===== src/rtl/button_debounce_pulse.sv =====
// button_debounce_pulse: synchronized, debounced button with one-cycle press pulse and optional auto-repeat
module button_debounce_pulse #(
   parameter int DEBOUNCE_CYCLES = 500000,
   parameter int REPEAT_EN       = 1,
   parameter int REPEAT_DELAY    = 50000000,
   parameter int REPEAT_PERIOD   = 15000000
) (
   input  logic clk,
   input  logic reset,
   input  logic button,
   output logic buttonPulse,
   output logic buttonLevel,
   output logic repeatActive
);
   localparam int RPT_MAX = (REPEAT_DELAY > REPEAT_PERIOD) ? REPEAT_DELAY : REPEAT_PERIOD;
   localparam int DW = $clog2(DEBOUNCE_CYCLES + 1);
   localparam int RW = $clog2(RPT_MAX + 1);
   localparam logic [DW-1:0] DEB_LAST    = DW'(DEBOUNCE_CYCLES - 1);
   localparam logic [RW-1:0] DELAY_LAST  = RW'(REPEAT_DELAY - 1);
   localparam logic [RW-1:0] PERIOD_LAST = RW'(REPEAT_PERIOD - 1);

   typedef enum logic [2:0] {IDLE, DEB_PRESS, HELD, REPEAT, DEB_RELEASE} state_t;

   state_t state, stateNext;
   logic syncMeta, btnSync;
   logic [DW-1:0] debCnt, debNext;
   logic [RW-1:0] rptCnt, rptNext;
   logic pulseNext, levelNext, repeatNext;

   // two-flop synchronizer for the raw asynchronous button
   always_ff @(posedge clk or posedge reset) begin
      if (reset) begin
         syncMeta <= 1'b0;
         btnSync  <= 1'b0;
      end else begin
         syncMeta <= button;
         btnSync  <= syncMeta;
      end
   end

   // state, counters and registered outputs
   always_ff @(posedge clk or posedge reset) begin
      if (reset) begin
         state        <= IDLE;
         debCnt       <= '0;
         rptCnt       <= '0;
         buttonPulse  <= 1'b0;
         buttonLevel  <= 1'b0;
         repeatActive <= 1'b0;
      end else begin
         state        <= stateNext;
         debCnt       <= debNext;
         rptCnt       <= rptNext;
         buttonPulse  <= pulseNext;
         buttonLevel  <= levelNext;
         repeatActive <= repeatNext;
      end
   end

   // next-state, counter and output decisions; pulses only on accepted press or repeat
   always_comb begin
      stateNext = state;
      debNext   = debCnt;
      rptNext   = rptCnt;
      pulseNext = 1'b0;
      levelNext = buttonLevel;
      case (state)
         IDLE: begin
            levelNext = 1'b0;
            if (btnSync) begin
               stateNext = DEB_PRESS;
               debNext   = '0;
            end
         end
         DEB_PRESS: begin
            if (!btnSync) stateNext = IDLE;
            else if (debCnt == DEB_LAST) begin
               stateNext = HELD;
               rptNext   = '0;
               pulseNext = 1'b1;
               levelNext = 1'b1;
            end else debNext = debCnt + 1'b1;
         end
         HELD: begin
            if (!btnSync) begin
               stateNext = DEB_RELEASE;
               debNext   = '0;
            end else if (REPEAT_EN != 0) begin
               if (rptCnt == DELAY_LAST) begin
                  stateNext = REPEAT;
                  rptNext   = '0;
                  pulseNext = 1'b1;
               end else rptNext = rptCnt + 1'b1;
            end
         end
         REPEAT: begin
            if (!btnSync) begin
               stateNext = DEB_RELEASE;
               debNext   = '0;
            end else if (rptCnt == PERIOD_LAST) begin
               rptNext   = '0;
               pulseNext = 1'b1;
            end else rptNext = rptCnt + 1'b1;
         end
         DEB_RELEASE: begin
            if (btnSync) begin
               stateNext = HELD;
               rptNext   = '0;
            end else if (debCnt == DEB_LAST) begin
               stateNext = IDLE;
               levelNext = 1'b0;
            end else debNext = debCnt + 1'b1;
         end
         default: stateNext = IDLE;
      endcase
      repeatNext = (stateNext == REPEAT);
   end
endmodule


===== config.mk =====
export PLATFORM = sky130hd
export DESIGN_NAME = button_debounce_pulse
export DESIGN_NICKNAME = d
export VERILOG_FILES = /design/src/rtl/button_debounce_pulse.sv
export SDC_FILE = /design/constraint.sdc
export NUM_CORES = 1
export LEC_CHECK = 0
export CAP_MARGIN = 20
export CORE_UTILIZATION = 42
export DETAILED_ROUTE_END_ITERATION = 16
export GPL_TIMING_DRIVEN = 0
export HOLD_SLACK_MARGIN = 0.15
export PLACE_DENSITY = 0.65
export SETUP_SLACK_MARGIN = 0.3
export SLEW_MARGIN = 10
export SYNTH_ARGS = -nofsm -noshare
export SYNTH_HDL_FRONTEND = slang
export SYNTH_SLANG_ARGS = --single-unit

===== constraint.sdc =====
create_clock -name clk -period 3.2 [get_ports clk]
set_input_delay 0.48 -clock clk [delete_from_list [all_inputs] [get_ports clk]]
set_output_delay 0.48 -clock clk [all_outputs]
set_load 0.03 [all_outputs]

== After elaboration in Yosys (flattened, before gate mapping) ==
Index checks and enable logic that the tools add are counted.

* Register bits after elaboration: 53
* Bits of input ports: 3
* Output and inout bits: 3
* Logic and storage cells: 70

* Add/sub/neg operators: 2
* Equality and inequality tests: 17
* Muxes and demuxes: 35
* Reduce and logical (&&, ||, !) cells: 8

{| class="wikitable"
|+ Operators with widths
! kind !! number
|-
| two-way mux 26 bit || 7
|-
| case mux 26 bit (4 select lines) || 1
|-
| two-way mux 19 bit || 5
|-
| case mux 19 bit (4 select lines) || 1
|-
| adder 26 x 1 -> 26 bit, second input constant || 1
|-
| == test 26 x 24 -> 1 bit, second input constant || 1
|-
| == test 26 bit, second input constant || 1
|-
| two-way mux 3 bit || 8
|-
| adder 19 x 1 -> 19 bit, second input constant || 1
|-
| == test 19 bit, second input constant || 1
|-
| != test 2 bit, second input constant || 9
|-
| case mux 3 bit (5 select lines) || 1
|-
| two-way mux 1 bit || 10
|-
| AND reduction 5 bit || 2
|-
| == test 3 x 2 -> 1 bit, second input constant || 3
|-
| nonzero test 4 bit || 2
|-
| case mux 1 bit (3 select lines) || 2
|-
| AND reduction 6 bit || 1
|-
| == test 3 x 1 -> 1 bit, second input constant || 1
|-
| == test 3 bit, second input constant || 1
|-
| logical NOT 3 bit || 1
|-
| nonzero test 3 bit || 1
|-
| OR reduction 2 bit || 1
|}

== Longest topological paths before layout ==
* Depth after elaboration: 5
* Gate-level depth with buffers: 9

== Worst setup path after synthesis ==
Ideal clock, no wire load.

* Path kind: register to register
* Start point: register state[0]
* End point: register debCnt[6]
* Setup time: 78 ps
* Arrival time: 1867 ps
* Data required time: 3122 ps
* Path slack: 1254 ps
* Stages on the path, launching flop included: 8
* Period minus slack after synthesis: 1946 ps
* Cells stage by stage: dfrtp_1 > buf_6 > or4b_1 > a21oi_1 > a22oi_2 > buf_6 > or3_1 > a21oi_1

* Longest elaborated chain between the ends: 4

{| class="wikitable"
|+ Ends and longest elaborated chain
! element !! RTL line !! RTL
|-
| from (decl) || 24 || <nowiki>state_t state, stateNext;</nowiki>
|-
| from (signal assigned) || 51 || <nowiki>state <= stateNext;</nowiki>
|-
| == test 3 x 2 -> 1 bit || 67 || <nowiki>case (state)</nowiki>
|-
| OR reduction 2 bit (no line) || n/a ||
|-
| != test 2 bit (no line) / nonzero test 4 bit (equally long branches) || n/a ||
|-
| AND reduction 5 bit (no line) || n/a ||
|-
| to (signal assigned) || 52 || <nowiki>debCnt <= debNext;</nowiki>
|-
| to (decl) || 26 || <nowiki>logic [DW-1:0] debCnt, debNext;</nowiki>
|}

Several ways; a longest one is shown, not always the timed one.
A chain may end at the register's enable or synchronous reset.

== Worst setup path in the final report ==
* Start point: register debCnt[9]
* End point: register rptCnt[7]

* Longest elaborated chain between the ends: 3

{| class="wikitable"
|+ Ends and longest elaborated chain
! element !! RTL line !! RTL
|-
| == test 19 bit || 77 || <nowiki>else if (debCnt == DEB_LAST) begin</nowiki>
|-
| != test 2 bit (no line) || n/a ||
|-
| AND reduction 6 bit (no line) || n/a ||
|-
| to (signal assigned) || 53 || <nowiki>rptCnt <= rptNext;</nowiki>
|-
| to (decl) || 27 || <nowiki>logic [RW-1:0] rptCnt, rptNext;</nowiki>
|}

Every way passes these cells.

==> out/results.tsv <==
metric	value	unit
outcome	completed	
clk slew on worst S/H paths	0.10	ns
worst vdd ir	152	uV
Post-CTS Hold Buffers	0	
Net Sw Power	0.000274	W
DR WL/cell	17.7	um
CTS tree	yes	
sequential element share of the synthesized area	40.1	%
Via density	6.21	
initial antenna violation count	0	
post-synthesis cell area	3310	um2
post-CTS sizing	0	
Top Layer Used	met4	
Post-Place Cells	469	
DRC	0	
cells along the critical path	clkbuf_1, nor4b_1, nand4_1, o21a_1, buf_2, inv_2, buf_4, o31ai_1, a22o_1	
combinational fraction of design power	6.3	%
pwr dens	314	nW/um2
Layout Area Growth over Synthesis	8.10	%
critical-path maximum fanout	10	
Synth Register Bits	53	
Rel. slew slack	47.9	%
Max-cap violations	0	
chip width	90.7	um
Fillers	716	
switch share	24.4	%
largest net degree at the start of global routing	34	
Detailed Place HPWL	5830	um
Slew Limit Fails	0	
endpoints failing setup	0	
WHS	0.385	ns
DR pass1 iterations	5	
area occupied by multi-input gates	1790	um2
period utilisation layout	76.2	%
Mapped Cells	364	
metal2 WL	4080	um
Main synth FF type	dfrtp_1	
gp weighted congestion	0.895	
grt ovf	0	
worst hold path type	flop to flop	
layout cells sized above 1	10.1	%
Worst Setup Start Kind	flop	
Worst R2R Setup Slack	0.76	ns
antenna-violating nets left	0	
IO Port Bufs	5	
measured slew at the worst slew-check pin	0.780	ns
H-tree Lvls	2	
first-pass GRT wire length	14100	um
Post-Place Worst Slack	0.837	ns
# Post-CTS Setup Buffers	0	
initial DRC count	155	
clock root cell	clkbuf_8	
met3 wire length	332	um
FFs w/ async S/R, synth	100	%
DP Area	3500	um2
CP max-delay cell	dfrtp_1	
design area	3570	um2
Reg power frac	61.1	%
YS warnings	0	
CP arrival	2.64	ns
Die Height	90.7	um
final worst setup slack	0.762	ns
Layout Nets	382	
Core ar.	7450	um2
CP Capture Type	flop	
Setup TNS	0	ns
clock share of power	32.6	%
Sequential Area	1330	um2
I/O Pins	6	
maximum clock path buffer count	2	
die area	8230	um2
RSZ-0062 raised after global routing	no	
critical path class	flop to flop	
Post-synth EDFFs	0	
Synth Net Count	369	
Clock Skew	0.00553	ns
n_diodes	0	
Pint	0.000847	W
total number of vias	2948	
peak per-stage delay on the critical path	0.37	ns
synth unique cells	68	
LEAKAGE	1.35	nW
Site Rows	31	
Max Freq	410	MHz
final hold viol count	0	
min cycle time layout	2.44	ns
WP data required	3.40	ns
M1 WL	3890	um
Initial Util	44.4	%
number of global-route vias before repair	2826	
Worst-Skew Late Latency	0.30	ns
GRT Total Usage	21.0	%
Detailed Route WL	8430	um
CTS Buf Count	5	
non-filler cells, final	475	
clock sinks	53	
mean post-synth cell area	9.08	um2
==> path summary, 6_finish.rpt <==
path	depth (start not counted)	from	to
max	9	debCnt[9]	rptCnt[7]
min	0	syncMeta	btnSync
max reg2reg	9	debCnt[9]	rptCnt[7]
min reg2reg	0	syncMeta	btnSync
max in group asynchronous	3	reset	debCnt[14]
min in group asynchronous	2	reset	rptCnt[4]
==> kinds of logic (layout without fill, tap and decap cells) <==
group,count (synthesis),after routing,share of synthesized area (%)
AOI/OAI and AO/OA,99,99,22.0
xor gates and xnor gates,2,2,0.530
adders and majority gates,2,2,0.757
buffers and inverters,35,47,5.64
DFF,53,53,40.1
muxes,5,5,1.59
and+or+nand+nor,168,168,29.4
==> synth_stat cells (all sizes together), types with 6 or more instances <==
library cell / number / area [um2]
and3: 8 / 51.3
o2bb2ai: 7 / 61.3
o311ai: 9 / 86.3
a22o: 7 / 61.3
a31oi: 9 / 56.3
nand4: 14 / 87.6
nor3: 13 / 65.1
clkbuf: 10 / 38.8
nor2: 13 / 48.8
dfrtp: 53 / 1330
or3: 8 / 50.1
o31ai: 12 / 90.1
nand3: 22 / 128
o21ai: 12 / 60.1
inv: 12 / 45.0
buf: 13 / 103
nor4: 12 / 75.1
a21oi: 16 / 83.8
nand2: 38 / 143
o211ai: 6 / 45.0
==> area by class of cell <==
class	instances	share of cell area, %
multi-input cells	276	50.2
clock buffers	5	1.93
repair buffers	6	1.96
plain buffers	23	3.96
clock inverters	1	0.140
inverters	12	1.26
well taps	99	3.47
flip-flops and latches	53	37.1
==> sequential cells by signal, indices dropped and copies added (netlist names) <==
register	flops
repeatActive	1
debCnt	19
btnSync	1
syncMeta	1
buttonLevel	1
buttonPulse	1
rptCnt	26
state	3
==> worst max-delay path: cells and delay by family (launching register included) <==
kind	cells	cell delay, ns
AOI/OAI and AO/OA	3	0.62
DFF	1	0.37
and+or+nand+nor	2	0.58
buffers and inverters	4	0.74
==> cells in the final DEF, fill, tap and decap left out, types with 4 or more instances in the layout <==
| cell type | synthesis | final |
|---|---|---|
| buf_6 | 5 | 5 |
| nor2b_1 | 4 | 4 |
| and3_1 | 7 | 7 |
| o311ai_0 | 8 | 8 |
| buf_2 | 4 | 4 |
| a31oi_1 | 9 | 9 |
| nor3_1 | 13 | 13 |
| nand3_1 | 20 | 20 |
| o211ai_1 | 6 | 6 |
| a21oi_1 | 15 | 15 |
| clkbuf_8 | 0 | 5 |
| o21ai_0 | 12 | 12 |
| o22ai_1 | 4 | 4 |
| o2bb2ai_1 | 7 | 7 |
| nand2_1 | 38 | 38 |
| clkdlybuf4s50_1 | 0 | 5 |
| nand4_1 | 14 | 14 |
| inv_1 | 11 | 10 |
| a22o_1 | 7 | 7 |
| nand2b_1 | 5 | 5 |
| nor2_1 | 13 | 13 |
| o31ai_1 | 12 | 12 |
| or3_1 | 8 | 8 |
| dfrtp_1 | 53 | 53 |
| nor4_1 | 12 | 12 |
| and4_1 | 4 | 4 |
| clkbuf_1 | 9 | 9 |
==> layer usage <==
layer	vias up	global-route usage, %
met4	0	5.91
met5	-	0
met1	1434	28.3
met3	15	3.79
li1	1428	-
met2	71	34.3
==> power by group through the flow <==
stage	Combinational [W]	Clock (W)	Sequential (W)
finish	0.0000704	0.000365	0.000685
CTS	0.0000721	0.000372	0.000685
global placement	0.0000661	0	0.000698
detailed placement	0.0000717	0	0.000698
floorplan	0.0000507	0	0.000696
global route	0.0000789	0.000403	0.000687
==> through the flow <==
step / total power, W / utilization, %
6_report: 0.00112 / 48.0
5_1_grt: 0.00117 / 48.0
4_1_cts: 0.00113 / 48.0
3_5_place_dp: 0.000770 / 47.0
3_3_place_gp: 0.000764 / 46.7
2_1_floorplan: 0.000747 / -
Power figures use the tool's default switching activity.
